[config.mk]
export PLATFORM = sky130hd
export DESIGN_NAME = sync_wait_merge_mmu
export DESIGN_NICKNAME = d
export VERILOG_FILES = /design/src/rtl/sync_wait_merge_mmu.sv
export SDC_FILE = /design/constraint.sdc
export NUM_CORES = 1
export LEC_CHECK = 0
export BUFFER_PORTS_ARGS = -buffer_cell sky130_fd_sc_hd__buf_4
export CAP_MARGIN = 20
export CORE_ASPECT_RATIO = 1.2
export CORE_UTILIZATION = 42
export CTS_CLUSTER_DIAMETER = 100
export DETAILED_ROUTE_END_ITERATION = 12
export GPL_ROUTABILITY_DRIVEN = 1
export PLACE_DENSITY = 0.68
export SLEW_MARGIN = 40
export SYNTH_ARGS = -nofsm -noshare
export SYNTH_HDL_FRONTEND = slang
export SYNTH_SLANG_ARGS = --single-unit
[constraint.sdc]
create_clock -name clk -period 2.6 [get_ports clk]
set_clock_uncertainty 0.05 [all_clocks]
set_input_delay 0.26 -clock clk [delete_from_list [all_inputs] [get_ports clk]]
set_output_delay 0.26 -clock clk [all_outputs]
set_load 0.005 [all_outputs]
[src/rtl/sync_wait_merge_mmu.sv]
// N-way wait-merge (join) with one FIFO per input channel and a per-token
// enable mask; emits one merged token when every enabled channel has data.
module sync_wait_merge_mmu #(
    parameter  int NUM_PORTS = 3,
    parameter  int DATA_W    = 8,
    parameter  int DEPTH     = 2,
    localparam int PW        = $clog2(DEPTH),
    localparam int LW        = PW + 1
) (
    input  logic                          clk,
    input  logic                          rst,
    input  logic [NUM_PORTS-1:0]          i_drive,
    input  logic [NUM_PORTS*DATA_W-1:0]   i_data,
    output logic [NUM_PORTS-1:0]          o_free,
    input  logic [NUM_PORTS-1:0]          i_portMask,
    output logic                          o_driveNext,
    output logic [NUM_PORTS*DATA_W-1:0]   o_data,
    output logic [NUM_PORTS-1:0]          o_fireMask,
    input  logic                          i_freeNext,
    output logic [NUM_PORTS*LW-1:0]       o_level,
    output logic [15:0]                   o_fireCount
);

    logic [DATA_W-1:0]           r_mem   [NUM_PORTS][DEPTH];
    logic [PW-1:0]               r_wptr  [NUM_PORTS];
    logic [PW-1:0]               r_rptr  [NUM_PORTS];
    logic [LW-1:0]               r_level [NUM_PORTS];

    logic                        r_drive_next;
    logic [NUM_PORTS*DATA_W-1:0] r_data;
    logic [NUM_PORTS-1:0]        r_fire_mask;
    logic [15:0]                 r_fire_count;

    logic [NUM_PORTS-1:0]        w_full;
    logic [NUM_PORTS-1:0]        w_nonempty;
    logic [NUM_PORTS-1:0]        w_push;
    logic [NUM_PORTS-1:0]        w_pop;
    logic [NUM_PORTS*DATA_W-1:0] w_heads;
    logic [NUM_PORTS*LW-1:0]     w_level_flat;
    logic                        w_slot_ok;
    logic                        w_fire;

    // NOTE: every variable gets a default at the top of always_comb so no latch is inferred.
    always_comb begin
        w_full       = '0;
        w_nonempty   = '0;
        w_heads      = '0;
        w_level_flat = '0;
        for (int i = 0; i < NUM_PORTS; i++) begin
            w_full[i]                   = (r_level[i] == LW'(DEPTH));
            w_nonempty[i]               = (r_level[i] != '0);
            w_level_flat[i*LW +: LW]    = r_level[i];
            if (i_portMask[i])
                w_heads[i*DATA_W +: DATA_W] = r_mem[i][r_rptr[i]];
        end
    end

    // Readiness comes from registered occupancy only: a full FIFO being popped stays not-ready.
    assign o_free    = ~w_full & {NUM_PORTS{~rst}};
    assign w_push    = i_drive & o_free;
    assign w_slot_ok = ~r_drive_next | i_freeNext;
    assign w_fire    = w_slot_ok & (|i_portMask) & (&(w_nonempty | ~i_portMask));
    assign w_pop     = i_portMask & {NUM_PORTS{w_fire}};

    // NOTE: payload storage has no reset; pointers and levels alone decide what is valid.
    always_ff @(posedge clk) begin
        for (int i = 0; i < NUM_PORTS; i++) begin
            if (w_push[i])
                r_mem[i][r_wptr[i]] <= i_data[i*DATA_W +: DATA_W];
        end
    end

    // NOTE: sequential state uses non-blocking assignments so every block sees pre-edge values.
    always_ff @(posedge clk or posedge rst) begin
        if (rst) begin
            for (int i = 0; i < NUM_PORTS; i++) begin
                r_wptr[i]  <= '0;
                r_rptr[i]  <= '0;
                r_level[i] <= '0;
            end
        end else begin
            for (int i = 0; i < NUM_PORTS; i++) begin
                if (w_push[i])
                    r_wptr[i] <= r_wptr[i] + PW'(1);
                if (w_pop[i])
                    r_rptr[i] <= r_rptr[i] + PW'(1);
                case ({w_push[i], w_pop[i]})
                    2'b10:   r_level[i] <= r_level[i] + LW'(1);
                    2'b01:   r_level[i] <= r_level[i] - LW'(1);
                    default: r_level[i] <= r_level[i];
                endcase
            end
        end
    end

    // Output slot: loads on fire, otherwise drains when downstream accepts.
    always_ff @(posedge clk or posedge rst) begin
        if (rst) begin
            r_drive_next <= 1'b0;
            r_data       <= '0;
            r_fire_mask  <= '0;
            r_fire_count <= '0;
        end else if (w_fire) begin
            r_drive_next <= 1'b1;
            r_data       <= w_heads;
            r_fire_mask  <= i_portMask;
            r_fire_count <= r_fire_count + 16'd1;
        end else if (i_freeNext) begin
            r_drive_next <= 1'b0;
        end
    end

    assign o_driveNext = r_drive_next;
    assign o_data      = r_data;
    assign o_fireMask  = r_fire_mask;
    assign o_fireCount = r_fire_count;
    assign o_level     = w_level_flat;

endmodule

==> results of run 1 <==
-- final timing paths --
path	start	endpoint	slack [ns]	cells after the start
max	o_level[2]	o_level[3]	0.34	7
min	i_data[6]	r_mem[0][6]	0.05	1
max reg2reg	o_level[2]	o_level[3]	0.34	7
min reg2reg	o_fireCount[15]	o_fireCount[15]	0.42	1
max in group asynchronous	rst	o_fireMask[1]	1.46	4
min in group asynchronous	rst	r_rptr[0]	0.39	3
-- worst max-delay path, stage by stage, from the launching register on --
cell	delay, ns
dfrtp_1	0.43
or3b_2	0.53
and2_1	0.27
nand3_1	0.20
inv_1	0.07
ha_1	0.33
nor2_1	0.14
xor2_1	0.17
-- state kept, by name, summed over array words and instances, names as in the netlist --
register	cells
r_mem	48
o_data	24
o_fireCount	16
o_level	6
o_fireMask	3
r_rptr	3
r_wptr	3
o_driveNext	1
-- through the flow --
step                hold WS [ns]  setup WS (ns)  cells  utilization, %
CTS                       0.0407          0.334    518            54.5
finish                    0.0464          0.337    518            54.5
global placement           0.200          0.470    501            51.7
detailed placement         0.204          0.360    501            51.7
global route              0.0405          0.230    518            54.5
floorplan                  0.309          0.499    298               -
-- cells in the final DEF, fill, tap and decap left out, types with 8 or more instances in the layout --
| cell | n |
|---|---|
| mux2i_1 | 24 |
| clkbuf_16 | 9 |
| o21ai_0 | 27 |
| o31ai_1 | 24 |
| dfrtp_1 | 56 |
| edfxtp_1 | 48 |
| buf_4 | 93 |
| nand2_1 | 9 |
| xnor2_1 | 21 |
| inv_1 | 11 |
| xor2_1 | 8 |
-- layout make-up --
class / instances / area [µm²] / area share [%]
clock inverters: 6 / 35.0 / 0.668
well taps: 123 / 154 / 2.94
inverters: 12 / 45.0 / 0.859
repair buffers: 94 / 708 / 13.5
multi-input cells: 169 / 1230 / 23.4
flip-flops and latches: 104 / 2840 / 54.2
clock buffers: 10 / 229 / 4.37
-- cell families after synthesis --
logic type | Yosys count | synth area share (%)
AOI/OAI and AO/OA | 56 | 8.41
xor gates and xnor gates | 30 | 6.47
muxes | 25 | 6.02
DFF | 104 | 68.0
buffers and inverters | 25 | 2.60
adders and majority gates | 4 | 1.20
and+or+nand+nor | 54 | 7.28
-- routing by layer --
layer | global-route usage (%) | vias to the layer above
met5 | 0 | -
met4 | 9.13 | 0
met3 | 2.61 | 13
met2 | 28.6 | 62
met1 | 22.8 | 1361
li1 | - | 1269
-- what timing repair did --
item / in CTS / in global routing
setup buffers: 0 / 0
hold endpoints to repair: 11 / 0
hold buffers: 1 / 0
-- where the power goes --
group	switching [mW]	total, mW	internal (mW)
sequential	0.385	2.54	2.15
combinational	0.817	1.69	0.876
clock	0.584	1.23	0.645
==> metrics, run 1 <==
Avg Vias per Cell=5.22; Period Utilization, post-route=87.0%; fill cell count=833; met3 wire length=281 µm; Synth area leader=edfxtp_1; initial antenna violation count=0; outcome=completed; synth top area cells=edfxtp_1 34%, dfrtp_1 34%, mux2i_1 5.7%; highest routed metal layer=met4; Avg Cell Area, Syn=14.0 µm²; Core Box Area=0.00961 mm²; final hold vios=0; Skew-Pair Late Insertion Delay=0.34 ns; fmax=442 MHz; Hold Path Class=in2reg; max_cap viols=0; top cell type's share of synthesized area=34.5%; Final ANT Viol Nets=0; H-tree levels=3; Post-Syn Instances=298; DRT Wirelength=8510 µm; Main synth FF type=dfrtp_1; 1st-iter DRT viols=179; Worst VDD drop=0.425 mV; Worst Path Max Fanout=7; syn_nets=335; Initial Util=43.5%; Setup CP Type=reg2reg; die area=0.0104 mm²; leading post-synthesis cells by instance count=56 x dfrtp_1, 48 x edfxtp_1, 27 x o21ai_0, 24 x mux2i_1, 24 x o31ai_1; Total Nets Final=427; Synth-to-Final Area Change=25.4%; CTS Buf Count=9; GRT overflow=0; Synth warnings=0; Rel. slew slack=53.0%; Async S/R FF share, synth=53.8%; largest net degree at the start of global routing=28; final-report max-slew violation count=0; number of flops mapped to enable cells by yosys=48; layout cell share with drive strength beyond 1=29.4%; Tmin final=2.26 ns; die height=111 µm; required time of the critical path=2.82 ns; Slew @ Worst Pin=0.703 ns; PortBufs=85; setup TNS=0 ns; Vias=2705; sequential share of the synthesized area=68.0%; root buffer cell=clkbuf_16; Die X-Extent=93.1 µm; crit end category=flop; dpl cell area=0.00497 mm²; crit path launch type=flop; Met2 Routed Length=4320 µm; I/O Pins=86; Worst Path Arrival=2.48 ns; HPWL after detailed placement=6080 µm; drt wl/cell=16.4 µm; count leader, synth=dfrtp_1; post-CTS sizing=0; vias in the first global route=2698; CTS tree=done; RSZ-0062 raised after global routing=false; Final setup viols=0; Mapped Area=0.00418 mm²; antenna fix cells=0; drt pass-1 iters=4; register bit count reported by yosys=104; Distinct cells, synth=36; CTS sink count=104; PnR Total Power=5.46 mW; metal1 wirelength=3710 µm; Pwr Density=1040 mW/mm²; DR DRC count=0; Max Root-Sink Buffers=2; global-route wire length before repair=13700 µm; clock-pin slew on the worst setup and hold paths=0.07 ns; Pleak=2.30 nW; FP Rows=39; gpl congestion=0.755; gr usage total=17.6%; design area=0.00524 mm²
Power figures use the tool's default switching activity.
==> inputs of run 2 (changes only) <==
- ABC_CLOCK_PERIOD_IN_PS: unset -> 2600
- CELL_PAD_IN_SITES_DETAIL_PLACEMENT: unset -> 1
- CELL_PAD_IN_SITES_GLOBAL_PLACEMENT: unset -> 2
- CORE_UTILIZATION: 42 -> 37
- PLACE_DENSITY: 0.68 -> unset
- PLACE_DENSITY_LB_ADDON: unset -> 0.1
==> run 2 against run 1 <==
Against the previous run: the run now ends with hold timing left; non-clock buffer count is 2 lower; final area is 0.60% higher; first-iteration DRC count is 61% lower; critical path depth is 1 higher; via count is 3.0% lower; maximum frequency is 2.1% higher; clock power is 7% higher; sequential share of layout area is 0.32 points lower; sequential power hardly changed; total power is 1.9% higher; global-route usage is 1.2 points lower; critical endpoint is now o_level[5].
==> metrics, run 2 (synthesis gave the netlist of run 1 again) <==
Initial Util=37.9% (-5.6 points); slowest stage delay, CP=0.53 ns (about the same); root buffer cell=clkbuf_16; die height=118 µm (+6.4%); clock-pin slew on the worst setup and hold paths=0.07 ns (about the same); I/O Pins=86 (unchanged); Period Utilization, post-route=85.2% (-1.8 points); Pleak=2.30 nW (+0.24%); PnR Total Power=5.56 mW (+1.9%); Worst Path Buf+Inv=1 (unchanged); max_cap viols=0 (unchanged); Placed Cells=509 (+1.6%); Final ANT Viol Nets=0 (unchanged); crit path launch type=flop; drt pass-1 iters=4 (unchanged); largest net degree at the start of global routing=31 (+11%); Final setup viols=0 (unchanged); critical path cell sequence=or3b_2 > and2_1 > nand3_1 > inv_1 > ha_1 > xnor2_1 > nor2_1 > xor2_1; CTS Hold Bufs=0 (-1); DRT Wirelength=8910 µm (+4.7%); CP max-delay cell=or3b_2; Worst Path Max Fanout=7 (unchanged); R2R Setup Slk=0.39 ns (+0.05 ns); Worst VDD drop=0.413 mV (-2.9%); Slew @ Worst Pin=0.703 ns (+0.000210 ns); layout cell share with drive strength beyond 1=29.3% (-0.11 points); drt wl/cell=17.0 µm (+3.3%); initial antenna violation count=0 (unchanged); violated checks=hold timing; FP Rows=42 (+7.7%); Skew-Pair Late Insertion Delay=0.34 ns (about the same); post-CTS sizing=0 (unchanged); Pwr Density=1060 mW/mm² (+1.3%); antenna fix cells=0 (unchanged); RSZ-0062 raised after global routing=false; die area=0.0117 mm² (+13%); required time of the critical path=2.77 ns (-0.05 ns); PortBufs=85 (unchanged); HPWL after detailed placement=6370 µm (+4.8%); GRT overflow=0 (unchanged); Setup Buffers After CTS=0 (unchanged); most common cell after layout, fill and taps aside=buf_4; vias in the first global route=2784 (+3.2%); Worst Path Arrival=2.39 ns (-0.09 ns); Hold Path Class=in2async; gr usage total=16.4% (-1.2 points); design area=0.00527 mm² (+0.60%); dpl cell area=0.00498 mm² (+0.33%); gpl congestion=0.686 (-9.1%); Rel. slew slack=53.0% (about the same); H-tree levels=3 (unchanged); Die X-Extent=99.0 µm (+6.4%); fmax=451 MHz (+2.1%); crit end category=flop; CTS sink count=104 (unchanged); DR DRC count=0 (unchanged); Setup CP Type=reg2reg; most frequent cells in the layout=91 x buf_4, 56 x dfrtp_1, 48 x edfxtp_1; Synth-to-Final Area Change=26.2%; CTS Buf Count=9 (unchanged); Core Box Area=0.0110 mm² (+15%); 1st-iter DRT viols=70 (-61%); Vias=2625 (-3.0%); outcome=finished with violations; final hold vios=24 (+24); global-route wire length before repair=14600 µm (+6.4%); Total Nets Final=425 (-0.47%); CP top delay family=simple AND/OR/NAND/NOR gates; Finished Layout Cells=525 (+1.4%); Max Root-Sink Buffers=2 (unchanged); CTS tree=done; number of flip-flops in the largest register=48 (unchanged); Avg Vias per Cell=5.00 (-4.3%); setup TNS=0 ns (unchanged); final hold slack=-0.00693 ns (-0.0534 ns); final-report max-slew violation count=0 (unchanged); Tmin final=2.21 ns (-0.0476 ns)
-- run 2: cell count changes in the layout (fill, tap and decap cells not counted), sizes merged --
cell	change
dlygate4sd3	-1
clkbuf	+1
bufinv	+1
buf	-1
clkinv	-2
-- run 2: per-layer routing --
layer  vias up  track usage [%]  part of all wire (%)
met5         -                0                     0
met4         0             5.60                   1.2
met3         7             3.61                   3.6
met2        55             25.5                    48
met1      1297             22.7                    47
li1       1266                -                     -
-- run 2: cell type report --
class	instances	area, µm²
Timing Repair Buffer	92	703
Fill cell	1155	5760
Clock inverter	5	56.3
Multi-Input combinational cell	169	1230
Inverter	12	45.0
Clock buffer	11	233
Sequential cell	104	2840
Tap cell	132	165
-- run 2: report_power, final --
part / switching [mW] / internal (mW)
clock: 0.575 / 0.747
sequential: 0.388 / 2.15
combinational: 0.823 / 0.878
-- run 2: final timing paths --
| check | depth (start not counted) | to | start |
|---|---|---|---|
| worst min register to register | 1 | o_fireCount[15] | o_fireCount[15] |
| max in group asynchronous | 3 | o_fireCount[15] | rst |
| worst max-delay path | 8 | o_level[5] | o_level[2] |
| worst max register to register | 8 | o_level[5] | o_level[2] |
| worst min-delay path | 2 | r_rptr[2] | rst |
| min in group clk | 1 | r_mem[0][41] | i_data[17] |
-- run 2: stage by stage --
stage	hold WS [ns]	utilization (%)	worst slack (ns)
after global placement	0.375	45.2	0.447
after CTS	0.00796	47.8	0.370
after detailed placement	0.379	45.2	0.386
after floorplan	0.309	-	0.499
after global routing	0.0373	47.8	0.230
final	-0.00693	47.8	0.385
-- run 2: worst reg2reg max path, delay by kind of cell, from the launching register on --
kind,cells,cell delay [ns]
fa+ha+maj,1,0.21
buf+inv,1,0.07
simple gates,4,1.05
xor+xnor,2,0.29
flops,1,0.44
==> inputs of run 3 (changes only) <==
==> constraint.sdc (replaced) <==
create_clock -name clk -period 2.6 [get_ports clk]
set_clock_uncertainty 0.05 [all_clocks]
set_input_delay 0.13 -clock clk [delete_from_list [all_inputs] [get_ports clk]]
set_output_delay 0.13 -clock clk [all_outputs]
set_load 0.005 [all_outputs]
==> run 3 against run 2 <==
Against the previous run: sequential share of layout area is 2.8 points lower; critical path type unchanged; global-route usage rose by 0.82 points; critical endpoint unchanged; critical path depth down 1; combinational power about the same; non-clock buffer count increased by 24; the flow now finishes without violations; clock-buffer cell count unchanged; register-to-register slack lost 0.06 ns; maximum frequency decreased by 2.4%; via count up 5.9%; sequential power hardly changed; wire length is 4.7% higher.
==> metrics, run 3 (synthesis gave the netlist of run 1 again) <==
Worst Path Max Fanout=7 (unchanged); largest net degree at the start of global routing=33 (+6.5%); layout cell share with drive strength beyond 1=28.1% (-1.2 points); setup TNS=0 ns (unchanged); Avg Vias per Cell=5.06 (+1.3%); number of flip-flops in the largest register=48 (unchanged); Final ANT Viol Nets=0 (unchanged); CP max-delay cell=or3b_2; crit end category=flop; fmax=440 MHz (-2.4%); Period Utilization, post-route=87.3% (+2.1 points); Seq pwr share=43.7% (-2.0 points); FP Rows=42 (unchanged); cell internal pwr=3.98 mW (+5.2%); HPWL after detailed placement=6290 µm (-1.3%); register area=0.00284 mm² (unchanged); required time of the critical path=2.82 ns (+0.05 ns); most frequent cells in the layout=91 x buf_4, 56 x dfrtp_1, 48 x edfxtp_1; Skew-Pair Late Insertion Delay=0.34 ns (about the same); fill cell count=1123 (-2.8%); Slew @ Worst Pin=0.737 ns (+0.0346 ns); setup ws final=0.330 ns (-0.0553 ns); root buffer cell=clkbuf_16; CTS Buf Count=9 (unchanged); DR DRC count=0 (unchanged); RSZ-0062 raised after global routing=false; DRT Wirelength=9340 µm (+4.7%); Tmin final=2.27 ns (+0.0553 ns); crit path launch type=flop; post-placement setup slack=0.351 ns (-0.0344 ns); Synth-to-Final Area Change=33.1%; clock-pin slew on the worst setup and hold paths=0.07 ns (about the same); global-route wire length before repair=15300 µm (+5.3%); CTS sink count=104 (unchanged); Setup CP Type=reg2reg; die height=118 µm (unchanged); critical path cell sequence=or3b_2 > and2_1 > nand3_1 > inv_1 > ha_1 > nor2_1 > xor2_1; gpl congestion=0.702 (+2.3%); initial antenna violation count=0 (unchanged); most common cell after layout, fill and taps aside=buf_4; Vias=2780 (+5.9%); Max Root-Sink Buffers=2 (unchanged); Final setup viols=0 (unchanged); switching share of power=31.5% (-0.62 points); drt pass-1 iters=4 (unchanged); max_cap viols=0 (unchanged); post-CTS sizing=0 (unchanged); Total Nets Final=449 (+5.6%); final hold vios=0 (-100%); outcome=completed; Rel. slew slack=50.7% (-2.3 points); Worst VDD drop=0.439 mV (+6.3%); CTS tree=done; Worst Path Arrival=2.49 ns (+0.10 ns); Core Box Area=0.0110 mm² (unchanged); Die X-Extent=99.0 µm (unchanged); Clock Power Share=26.7% (+2.9 points); I/O Pins=86 (unchanged); Pleak=2.42 nW (+5.3%); share of total power in combinational logic=29.6% (-1.0 points); NetSw=1.83 mW (+2.3%); final-report max-slew violation count=0 (unchanged); PortBufs=85 (unchanged); drt wl/cell=17.0 µm (+0.17%); GRT overflow=0 (unchanged); die area=0.0117 mm² (unchanged); vias in the first global route=2971 (+6.7%); slowest stage delay, CP=0.53 ns (about the same); area of the multi-input gates=0.00123 mm² (+0.10%); Pwr Density=1040 mW/mm² (-1.2%); antenna fix cells=0 (unchanged); H-tree levels=3 (unchanged); Initial Util=37.9% (unchanged); gr usage total=17.2% (+0.82 points); Hold Path Class=in2reg; 1st-iter DRT viols=51 (-27%)
-- run 3: cell types whose count changed in the layout (fill, tap and decap cells not counted), sizes merged --
cell         delta
buf             -1
bufinv          +1
clkinv          -1
dlygate4sd3    +25
-- run 3: timing repair --
item,CTS,global route
hold buffers,25,0
setup buffers,0,0
hold endpoints to repair,79,0
-- run 3: per-layer routing --
layer / track usage, % / part of all wire [%]
met2: 28.5 / 51
met3: 3.37 / 3.5
met4: 6.16 / 1.6
met5: 0 / 0
met1: 22.5 / 44
-- run 3: critical path: cells and delay by family (launching register included) --
family                     cells  cell delay (ns)
xor gates and xnor gates       1             0.15
and+or+nand+nor                4             1.16
adders and majority gates      1             0.33
DFF                            1             0.44
buffers and inverters          1             0.06
-- run 3: final cells by class --
cell class                 instances  share of cell area [%]
clock buffer                      11                    4.74
inverter                          12                   0.810
tap                              132                    2.97
timing repair buffer             116                    16.8
multi-input combinational        169                    22.1
clock inverter                     5                    1.53
sequential                       104                    51.1
-- run 3: worst paths after layout --
kind | from | to | slack, ns | cells past startpoint
min in group asynchronous | rst | o_fireMask[2] | 0.45 | 3
hold reg to reg | o_fireCount[15] | o_fireCount[15] | 0.42 | 1
hold / removal | i_drive[1] | r_wptr[1] | 0.07 | 3
setup reg to reg | o_level[2] | o_level[5] | 0.33 | 7
setup / recovery | o_level[2] | o_level[5] | 0.33 | 7
max in group asynchronous | rst | o_fireCount[15] | 1.23 | 4
-- run 3: metrics by stage --
| stage | power (mW) | area, µm² | instances | hold WS [ns] | util, % |
|---|---|---|---|---|---|
| floorplan | 3.48 | 4180 | 298 | 0.179 | - |
| global placement | 4.25 | 4960 | 508 | 0.265 | 45.0 |
| detailed placement | 4.30 | 4960 | 508 | 0.268 | 45.0 |
| CTS | 5.89 | 5560 | 549 | 0.0662 | 50.4 |
| global route | 6.16 | 5560 | 549 | 0.0748 | 50.4 |
| finish | 5.80 | 5560 | 549 | 0.0708 | 50.4 |
-- run 3: power groups by stage --
stage,clock network (mW),logic (mW),registers [mW]
after global placement,0,1.68,2.57
after CTS,1.58,1.76,2.55
after detailed placement,0,1.71,2.58
after floorplan,0,1.05,2.43
after global routing,1.64,1.91,2.61
final,1.55,1.72,2.54
